--- src/rtl/uart_receiver_if.sv ---
// Byte delivery channel between the UART receiver and the core logic.
// Latency: none, this is wiring only.
// Backpressure: the consumer holds rx_ready low to keep RxData/rx_valid parked in the receiver.
//
// Signals:
//   RxData    8  received byte, valid while rx_valid=1
//   rx_valid  1  receiver holding register is full
//   rx_ready  1  consumer takes RxData on a cycle with rx_valid & rx_ready
interface uart_receiver_if;
  logic [7:0] RxData;
  logic       rx_valid;
  logic       rx_ready;

  // master: the receiver that produces bytes; slave: the core that consumes them
  modport master (output RxData, output rx_valid, input rx_ready);
  modport slave  (input RxData, input rx_valid, output rx_ready);
endinterface

--- src/rtl/uart_receiver.sv ---
// 8N1 UART receiver, LSB first, mid-bit sampling, byte delivered through a valid/ready holding register.
// Latency: RxD is synchronised over 2 cycles; rx_valid rises the cycle after the stop-bit sample.
// Backpressure: one-byte holding register; a frame completing while it is full and not taken is dropped with an overrun pulse.
//
// Ports:
//   clk          system clock, rising edge
//   reset_n      asynchronous active-low reset
//   RxD          serial line, idle high, asynchronous to clk
//   rx           byte channel (RxData / rx_valid / rx_ready), master side
//   busy         high while a frame is being decoded (START, DATA, STOP)
//   frame_error  1-cycle pulse: stop bit sampled low, byte discarded
//   overrun      1-cycle pulse: good frame completed while the register was full and not being taken
module uart_receiver #(
  parameter int clk_freq    = 50_000_000,
  parameter int baud_rate   = 115200,
  parameter int div_counter = clk_freq / baud_rate  // clocks per bit, 4..65535
) (
  input  logic            clk,
  input  logic            reset_n,
  input  logic            RxD,
  uart_receiver_if.master rx,
  output logic            busy,
  output logic            frame_error,
  output logic            overrun
);

  // Terminal counts: full bit time and half bit time (floor), both counted from 0.
  localparam logic [15:0] bit_last  = 16'(div_counter - 1);
  localparam logic [15:0] half_last = 16'(div_counter / 2 - 1);

  typedef enum logic [2:0] {
    BREAK,
    IDLE,
    START,
    DATA,
    STOP
  } state_t;

  state_t      state;
  logic        rx_meta;
  logic        rxs;
  logic [15:0] cnt;
  logic [2:0]  bit_idx;
  logic [7:0]  shreg;

  always_ff @(posedge clk or negedge reset_n) begin
    if (!reset_n) begin
      rx_meta     <= 1'b1;
      rxs         <= 1'b1;
      state       <= BREAK;
      cnt         <= 16'd0;
      bit_idx     <= 3'd0;
      shreg       <= 8'd0;
      rx.RxData   <= 8'd0;
      rx.rx_valid <= 1'b0;
      busy        <= 1'b0;
      frame_error <= 1'b0;
      overrun     <= 1'b0;
    end else begin
      // Two-flop synchroniser; every decision below looks only at rxs.
      rx_meta <= RxD;
      rxs     <= rx_meta;

      frame_error <= 1'b0;
      overrun     <= 1'b0;

      // Consumer handshake. A good stop sample in this same cycle overrides
      // this below, so accept-and-reload keeps rx_valid high.
      if (rx.rx_valid && rx.rx_ready) begin
        rx.rx_valid <= 1'b0;
      end

      case (state)
        // A low line (reset mid-frame, break after a framing error) must be
        // seen high once before any falling edge counts as a start bit.
        BREAK: begin
          if (rxs) begin
            state <= IDLE;
          end
        end

        IDLE: begin
          if (!rxs) begin
            cnt   <= 16'd0;
            busy  <= 1'b1;
            state <= START;
          end
        end

        // Re-check the line half a bit in; a high line means a glitch.
        START: begin
          if (cnt == half_last) begin
            cnt <= 16'd0;
            if (rxs) begin
              busy  <= 1'b0;
              state <= IDLE;
            end else begin
              bit_idx <= 3'd0;
              state   <= DATA;
            end
          end else begin
            cnt <= cnt + 16'd1;
          end
        end

        // Counting from mid start bit, each full bit time lands mid data bit.
        DATA: begin
          if (cnt == bit_last) begin
            cnt            <= 16'd0;
            shreg[bit_idx] <= rxs;
            bit_idx        <= bit_idx + 3'd1;
            if (bit_idx == 3'd7) begin
              state <= STOP;
            end
          end else begin
            cnt <= cnt + 16'd1;
          end
        end

        STOP: begin
          if (cnt == bit_last) begin
            cnt  <= 16'd0;
            busy <= 1'b0;
            if (rxs) begin
              state <= IDLE;
              if (rx.rx_valid && !rx.rx_ready) begin
                // Register full and not drained this cycle: keep the old byte.
                overrun <= 1'b1;
              end else begin
                rx.RxData   <= shreg;
                rx.rx_valid <= 1'b1;
              end
            end else begin
              frame_error <= 1'b1;
              state       <= BREAK;
            end
          end else begin
            cnt <= cnt + 16'd1;
          end
        end

        default: begin
          state <= BREAK;
        end
      endcase
    end
  end

endmodule

--- src/flat_wrapper.sv ---
// flat-port wrapper written by rule: the top's interface ports become plain ports
module uart_receiver_flat 
#(
  parameter int clk_freq    = 50_000_000,
  parameter int baud_rate   = 115200,
  parameter int div_counter = clk_freq / baud_rate                             
)
  (clk, reset_n, RxD, busy, frame_error, overrun, rx_RxData, rx_rx_valid, rx_rx_ready);
  uart_receiver_if rx_i ();
  input  logic clk;
  input  logic reset_n;
  input  logic RxD;
  output logic busy;
  output logic frame_error;
  output logic overrun;
  output wire logic [$bits(rx_i.RxData)-1:0] rx_RxData;
  output wire logic [$bits(rx_i.rx_valid)-1:0] rx_rx_valid;
  input wire logic [$bits(rx_i.rx_ready)-1:0] rx_rx_ready;
  assign rx_RxData = rx_i.RxData;
  assign rx_rx_valid = rx_i.rx_valid;
  assign rx_i.rx_ready = rx_rx_ready;
  uart_receiver #(.clk_freq(clk_freq), .baud_rate(baud_rate), .div_counter(div_counter)) u_core (.clk(clk), .reset_n(reset_n), .RxD(RxD), .rx(rx_i), .busy(busy), .frame_error(frame_error), .overrun(overrun));
endmodule
--- config.mk ---
export PLATFORM = sky130hd
export DESIGN_NAME = uart_receiver_flat
export DESIGN_NICKNAME = d
export VERILOG_FILES = /design/src/rtl/uart_receiver_if.sv /design/src/rtl/uart_receiver.sv /design/src/flat_wrapper.sv
export SDC_FILE = /design/constraint.sdc
export NUM_CORES = 1
export LEC_CHECK = 0
export CORE_MARGIN = 2
export CORE_UTILIZATION = 58
export DETAILED_ROUTE_END_ITERATION = 8
export PLACE_DENSITY = 0.78
export SLEW_MARGIN = 10
export SYNTH_ARGS = -nofsm -noshare
export SYNTH_HDL_FRONTEND = slang
export SYNTH_SLANG_ARGS = --single-unit
--- constraint.sdc ---
create_clock -name clk -period 2.59 [get_ports clk]
set_input_delay 0.777 -clock clk [delete_from_list [all_inputs] [get_ports clk]]
set_output_delay 0.777 -clock clk [all_outputs]
set_load 0.01 [all_outputs]
Word-level counts from Yosys, hierarchy flattened --
Cells that the tools add are included.
Word-level totals: latch bits 0, register bits after elaboration 44, output and inout port bits 12, bits in read-only memories 0, RAM bits 0, input port bits 4, memories 0
Operators by class: divide/modulo/power cells 0, order comparisons 2, bitwise gates (word level) 1, multiply operators 0, $add $sub $neg 2, multiplexer cells 37, reductions and logical operators 15, shift-type cells 0, equality and inequality tests 15
Operator list (count):
- 2-to-1 mux 16 bit | 3
- one-hot mux 16 bit (3 select lines) | 1
- 2-to-1 mux 3 bit | 9
- 2-to-1 mux 1 bit | 18
- adder 16 x 1 -> 16 bit, second input constant | 1
- == test 16 x 8 -> 1 bit, second input constant | 1
- == test 16 x 9 -> 1 bit, second input constant | 1
- one-hot mux 3 bit (5 select lines) | 1
- != test 2 x 1 -> 1 bit, second input constant | 6
- bitwise mux 8 bit | 1
- AND reduction 4 bit | 2
- == test 3 x 2 -> 1 bit, second input constant | 2
- == test 3 bit, second input constant | 2
- one-hot mux 3 bit (2 select lines) | 1
- AND reduction 6 bit | 1
- nonzero test 3 bit | 2
- AND reduction 5 bit | 1
- less-than comparator 3 x 4 -> 1 bit, second input constant | 1
- != test 2 bit, second input constant | 2
- AND reduction 2 bit | 2
- adder 3 x 1 -> 3 bit, second input constant | 1
- demux 1 bit (select 3 bit) | 1
- == test 3 x 1 -> 1 bit, second input constant | 1
- >= comparator 3 x 1 -> 1 bit, second input constant | 1
- other kinds (8) | 10

Longest topological paths before layout --
Gate-level depths: netlist (run 1).
word-level depth 6, depth in mapped cells 9, depth with buffers taken out 7

Least setup slack after synthesis (run 1) --
OpenSTA, ideal clock, no wires.
path type flip-flop to flip-flop, from register u_core.cnt[2], to register u_core.cnt[12], data arrival time 2.233 ns, stages on the path, launching flop included 7, required time 2.464 ns, setup time 0.126 ns, slack 0.231 ns, path through dfrtp_1 or4_4 or4_4 a22o_1 buf_6 and3_1 a221o_1
On the way: word-level cells in the longest chain between the ends 3
Ends and longest elaborated chain:
- from (decl) | RTL line uart_receiver.sv:42 | logic [15:0] cnt;
- from (signal assigned) | RTL line uart_receiver.sv:102 | cnt <= cnt + 16'd1;
- from (signal assigned) | RTL line uart_receiver.sv:116 | cnt <= cnt + 16'd1;
- from (signal assigned) | RTL line uart_receiver.sv:138 | cnt <= cnt + 16'd1;
- adder 16 x 1 -> 16 bit (tied with other cells) | RTL line uart_receiver.sv:102, uart_receiver.sv:116, uart_receiver.sv:138
- 2-to-1 mux 16 bit, on equally long branches | RTL line uart_receiver.sv:108, uart_receiver.sv:121, uart_receiver.sv:92
- one-hot mux 16 bit (3 select lines) (*) | RTL line uart_receiver.sv:73 | case (state)
Mark *: on every way between the ends. The rest lies on a longest branch, timed or not. A chain may end at the register's enable or synchronous reset.

Worst setup path after layout (run 1) --
from register u_core.cnt[2], to register u_core.cnt[2]
Same word-level chain as after synthesis.

==> results.toml, run 1 <==
[synthesis]
async_flop_share = 1.00
synthTopCellsByArea = "dfrtp_1 46%, mux2_2 7.9%, nand2_1 3.6%"
ys_ff_latch = 44
synthFlopType = "dfrtp_1"
yosys.area.top_type_share = 0.463
avgSynthCellArea_sq_um = 10.0
ys_types = 44
synthCells = 227
synth_edf_count = 0
post-synth-top-count-cell = "dfrtp_1"
ys_seq_area_frac = 0.486
syn-cell-area_sq_um = 2270
netlist_top_cells_count = "42 x dfrtp_1, 22 x nand2_1, 16 x mux2_2, 15 x nand3_1, 13 x nor2_1"
synth_warnings = 0
yosys.area.top_type = "dfrtp_1"
synth_nets = 236

[power_and_ir_drop]
vdd_drop_max_uv = 352
power_mw = 1.84
leakage_nw = 1.19
power_density_nw_per_um2 = 710

[floorplan]
num_io_pins = 16
die_h_um = 66.6
die_x_um = 66.6
die_area_sq_um = 4430
start_util = 0.611
coreArea_sq_um = 3720
num_rows = 22

[global_route]
overflow = 0
grt_max_degree = 45
first_global_vias = 1588
antenna_found_initial = 0
grt.total_usage = 0.235
grt_pass1_wl_um = 7760

[detailed_routing]
wl_met3_um = 199
vias = 1760
wl_met2_um = 2090
wl_met1_um = 2180
highest_layer = "met4"
viasPerCell = 5.95
postRouteAntennaNets = 0
drc_errors = 0
wl_per_cell_um = 15.3
firstDrtPassIters = 5
routed_wl_um = 4540
drtIter0Drc = 206

[finish]
fillers = 294
syn2layout_area_growth_pct = 14.1
layout.area.seq_sq_um = 1100
multiInputGateArea_sq_um = 1070
antenna_cells = 0
drive_above_1_share = 0.169
nets = 256

[setup_path]
worstPathMaxFanout = 14
endpoint_kind = "flip-flop"
cp.required_ns = 2.74
worstSetupPathType = "reg -> reg"
startpoint_type = "flip-flop"
arrival_ns = 2.61

[sta]
relSlewSlack = 0.521
rsz0062_at_grt = "false"
tns_ns = 0
finalHoldViolCount = 0
finalSetupViolCount = 0
finalCriticalPeriod_ns = 2.46
layout_worst_path_cycle_share = 0.950
fin_skew_ns = 0.00835
max_freq_mhz = 406
drv_slew = 0
worst_slew_pin_slew_ns = 0.714

[clocking]
cts.reportedPaths.clkPinSlew_ns = 0.08
cts_tree = "built"
worst_skew_pair.late_latency_ns = 0.30
htree_num_levels = 2
cts_max_path_buffers = 2
numCtsBuffers = 5
cts_root_buf = "clkbuf_8"
clkSinkCount = 44
postCtsHoldBufs = 0

[run]
maxCapViolCount = 0

[hold_path]
hp-class = "reg -> reg"

[placed_design]
hpwl_um = 3210
place_congestion = 0.850
place.port_buffers = 15

[outcome]
status = "complete, no violations"
per-layer routing:
metal,vias up,GRT usage
li1,867,-
met1,844,0.336
met2,42,0.356
met3,7,0.0557
met4,0,0.0689
met5,-,0
kinds of logic after synthesis:
kind of cell               Yosys count  share of synthesized area
and+or+nand+nor                     94                      0.233
buffers and inverters               23                     0.0424
adders and majority gates            5                     0.0275
AOI/OAI and AO/OA                   42                      0.119
muxes                               18                     0.0881
DFF                                 44                      0.486
xor gates and xnor gates             1                    0.00386
area by class of cell:
cell class	instances	area share
clock inverters	1	0.00290
clock buffers	7	0.0333
repair buffers	25	0.0849
well taps	48	0.0232
multi-input cells	160	0.414
inverters	11	0.0159
flip-flops and latches	44	0.426
stage by stage:
step	setup slack, ns	instances	hold WS, ns	utilization	cell area [sq um]
floorplan	0.231	227	0.345	-	2270
global placement	0.150	288	0.346	0.672	2500
detailed placement	0.101	288	0.354	0.672	2500
CTS	0.0866	296	0.370	0.697	2590
global route	0.0222	296	0.369	0.698	2590
finish	0.129	296	0.363	0.698	2590
power breakdown:
group	internal (mW)	switching [mW]	leakage [nW]
Sequential	0.744	0.0642	0.595
Clock	0.217	0.236	0.0445
Combinational	0.231	0.349	0.552
Total	1.19	0.650	1.19
flip-flops by register name (all words and copies together) (netlist names):
| register | cells |
|---|---|
| u_core.busy | 1 |
| u_core.cnt | 16 |
| u_core.frame_error | 1 |
| u_core.rx.RxData | 8 |
| u_core.shreg | 8 |
| u_core.rxs | 1 |
| u_core.rx_meta | 1 |
| u_core.state | 3 |
| u_core.overrun | 1 |
| u_core.rx.rx_valid | 1 |
| u_core.bit_idx | 3 |
critical path, cell delays in order (launching register included):
cell and delay [ns]:
dfrtp_1 0.40, or4_4 0.55, or4_4 0.55, a22o_2 0.37, buf_4 0.21, a21oi_1 0.17, a31oi_1 0.06
timing repair:
| action | in CTS | in global routing |
|---|---|---|
| setup endpoints to repair | 0 | 7 |
| buffers inserted | 0 | 0 |
| gates resized for setup | 0 | 1 |
path summary, 6_finish.rpt:
kind / endpoint / slack (ns) / startpoint / cells past startpoint
hold reg to reg: u_core.rxs / 0.36 / u_core.rx_meta / 0
min in group asynchronous: u_core.shreg[6] / 0.54 / reset_n / 2
max in group asynchronous: u_core.rx_meta / 1.68 / reset_n / 2
hold / removal: u_core.rxs / 0.36 / u_core.rx_meta / 0
setup / recovery: u_core.cnt[2] / 0.13 / u_core.cnt[2] / 6
setup reg to reg: u_core.cnt[2] / 0.13 / u_core.cnt[2] / 6
cells in the final DEF, fill, tap and decap left out, types with 2 or more instances in the layout:
cell / instances
mux2_2: 16
nand2b_1: 3
nand2_1: 22
a21o_1: 2
mux2i_1: 2
o21ai_0: 10
a221o_1: 2
inv_1: 11
ha_1: 5
and3b_1: 2
and4_1: 2
or4_4: 2
dfrtp_1: 42
nand4b_1: 2
buf_4: 10
nand3b_1: 3
o21a_1: 2
clkdlybuf4s50_1: 14
nor3_1: 5
nor4_1: 5
nor2_1: 13
nor2b_1: 2
a21oi_1: 10
a31oi_1: 7
nand3_1: 15
dfstp_2: 2
clkbuf_8: 6
and3_1: 7
a41oi_1: 2
nand4_1: 4
Power figures use the tool's default switching activity.
==> run 2: changes to the inputs <==
--- a/config.mk
+++ b/config.mk
@@ -6,4 +6,5 @@
 export NUM_CORES = 1
 export LEC_CHECK = 0
+export CAP_MARGIN = 20
 export CORE_MARGIN = 2
 export CORE_UTILIZATION = 58
==> constraint.sdc (replaced) <==
create_clock -name clk -period 2.59 [get_ports clk]
set_input_delay 0.777 -clock clk [delete_from_list [all_inputs] [get_ports clk]]
set_output_delay 0.777 -clock clk [all_outputs]
set_load 0.02 [all_outputs]
==> results of run 2 <==
Same layout as run 1 (identical final DEF). Status: complete, no violations.
Among the figures that moved: total power 1.84 mW -> 1.85 mW
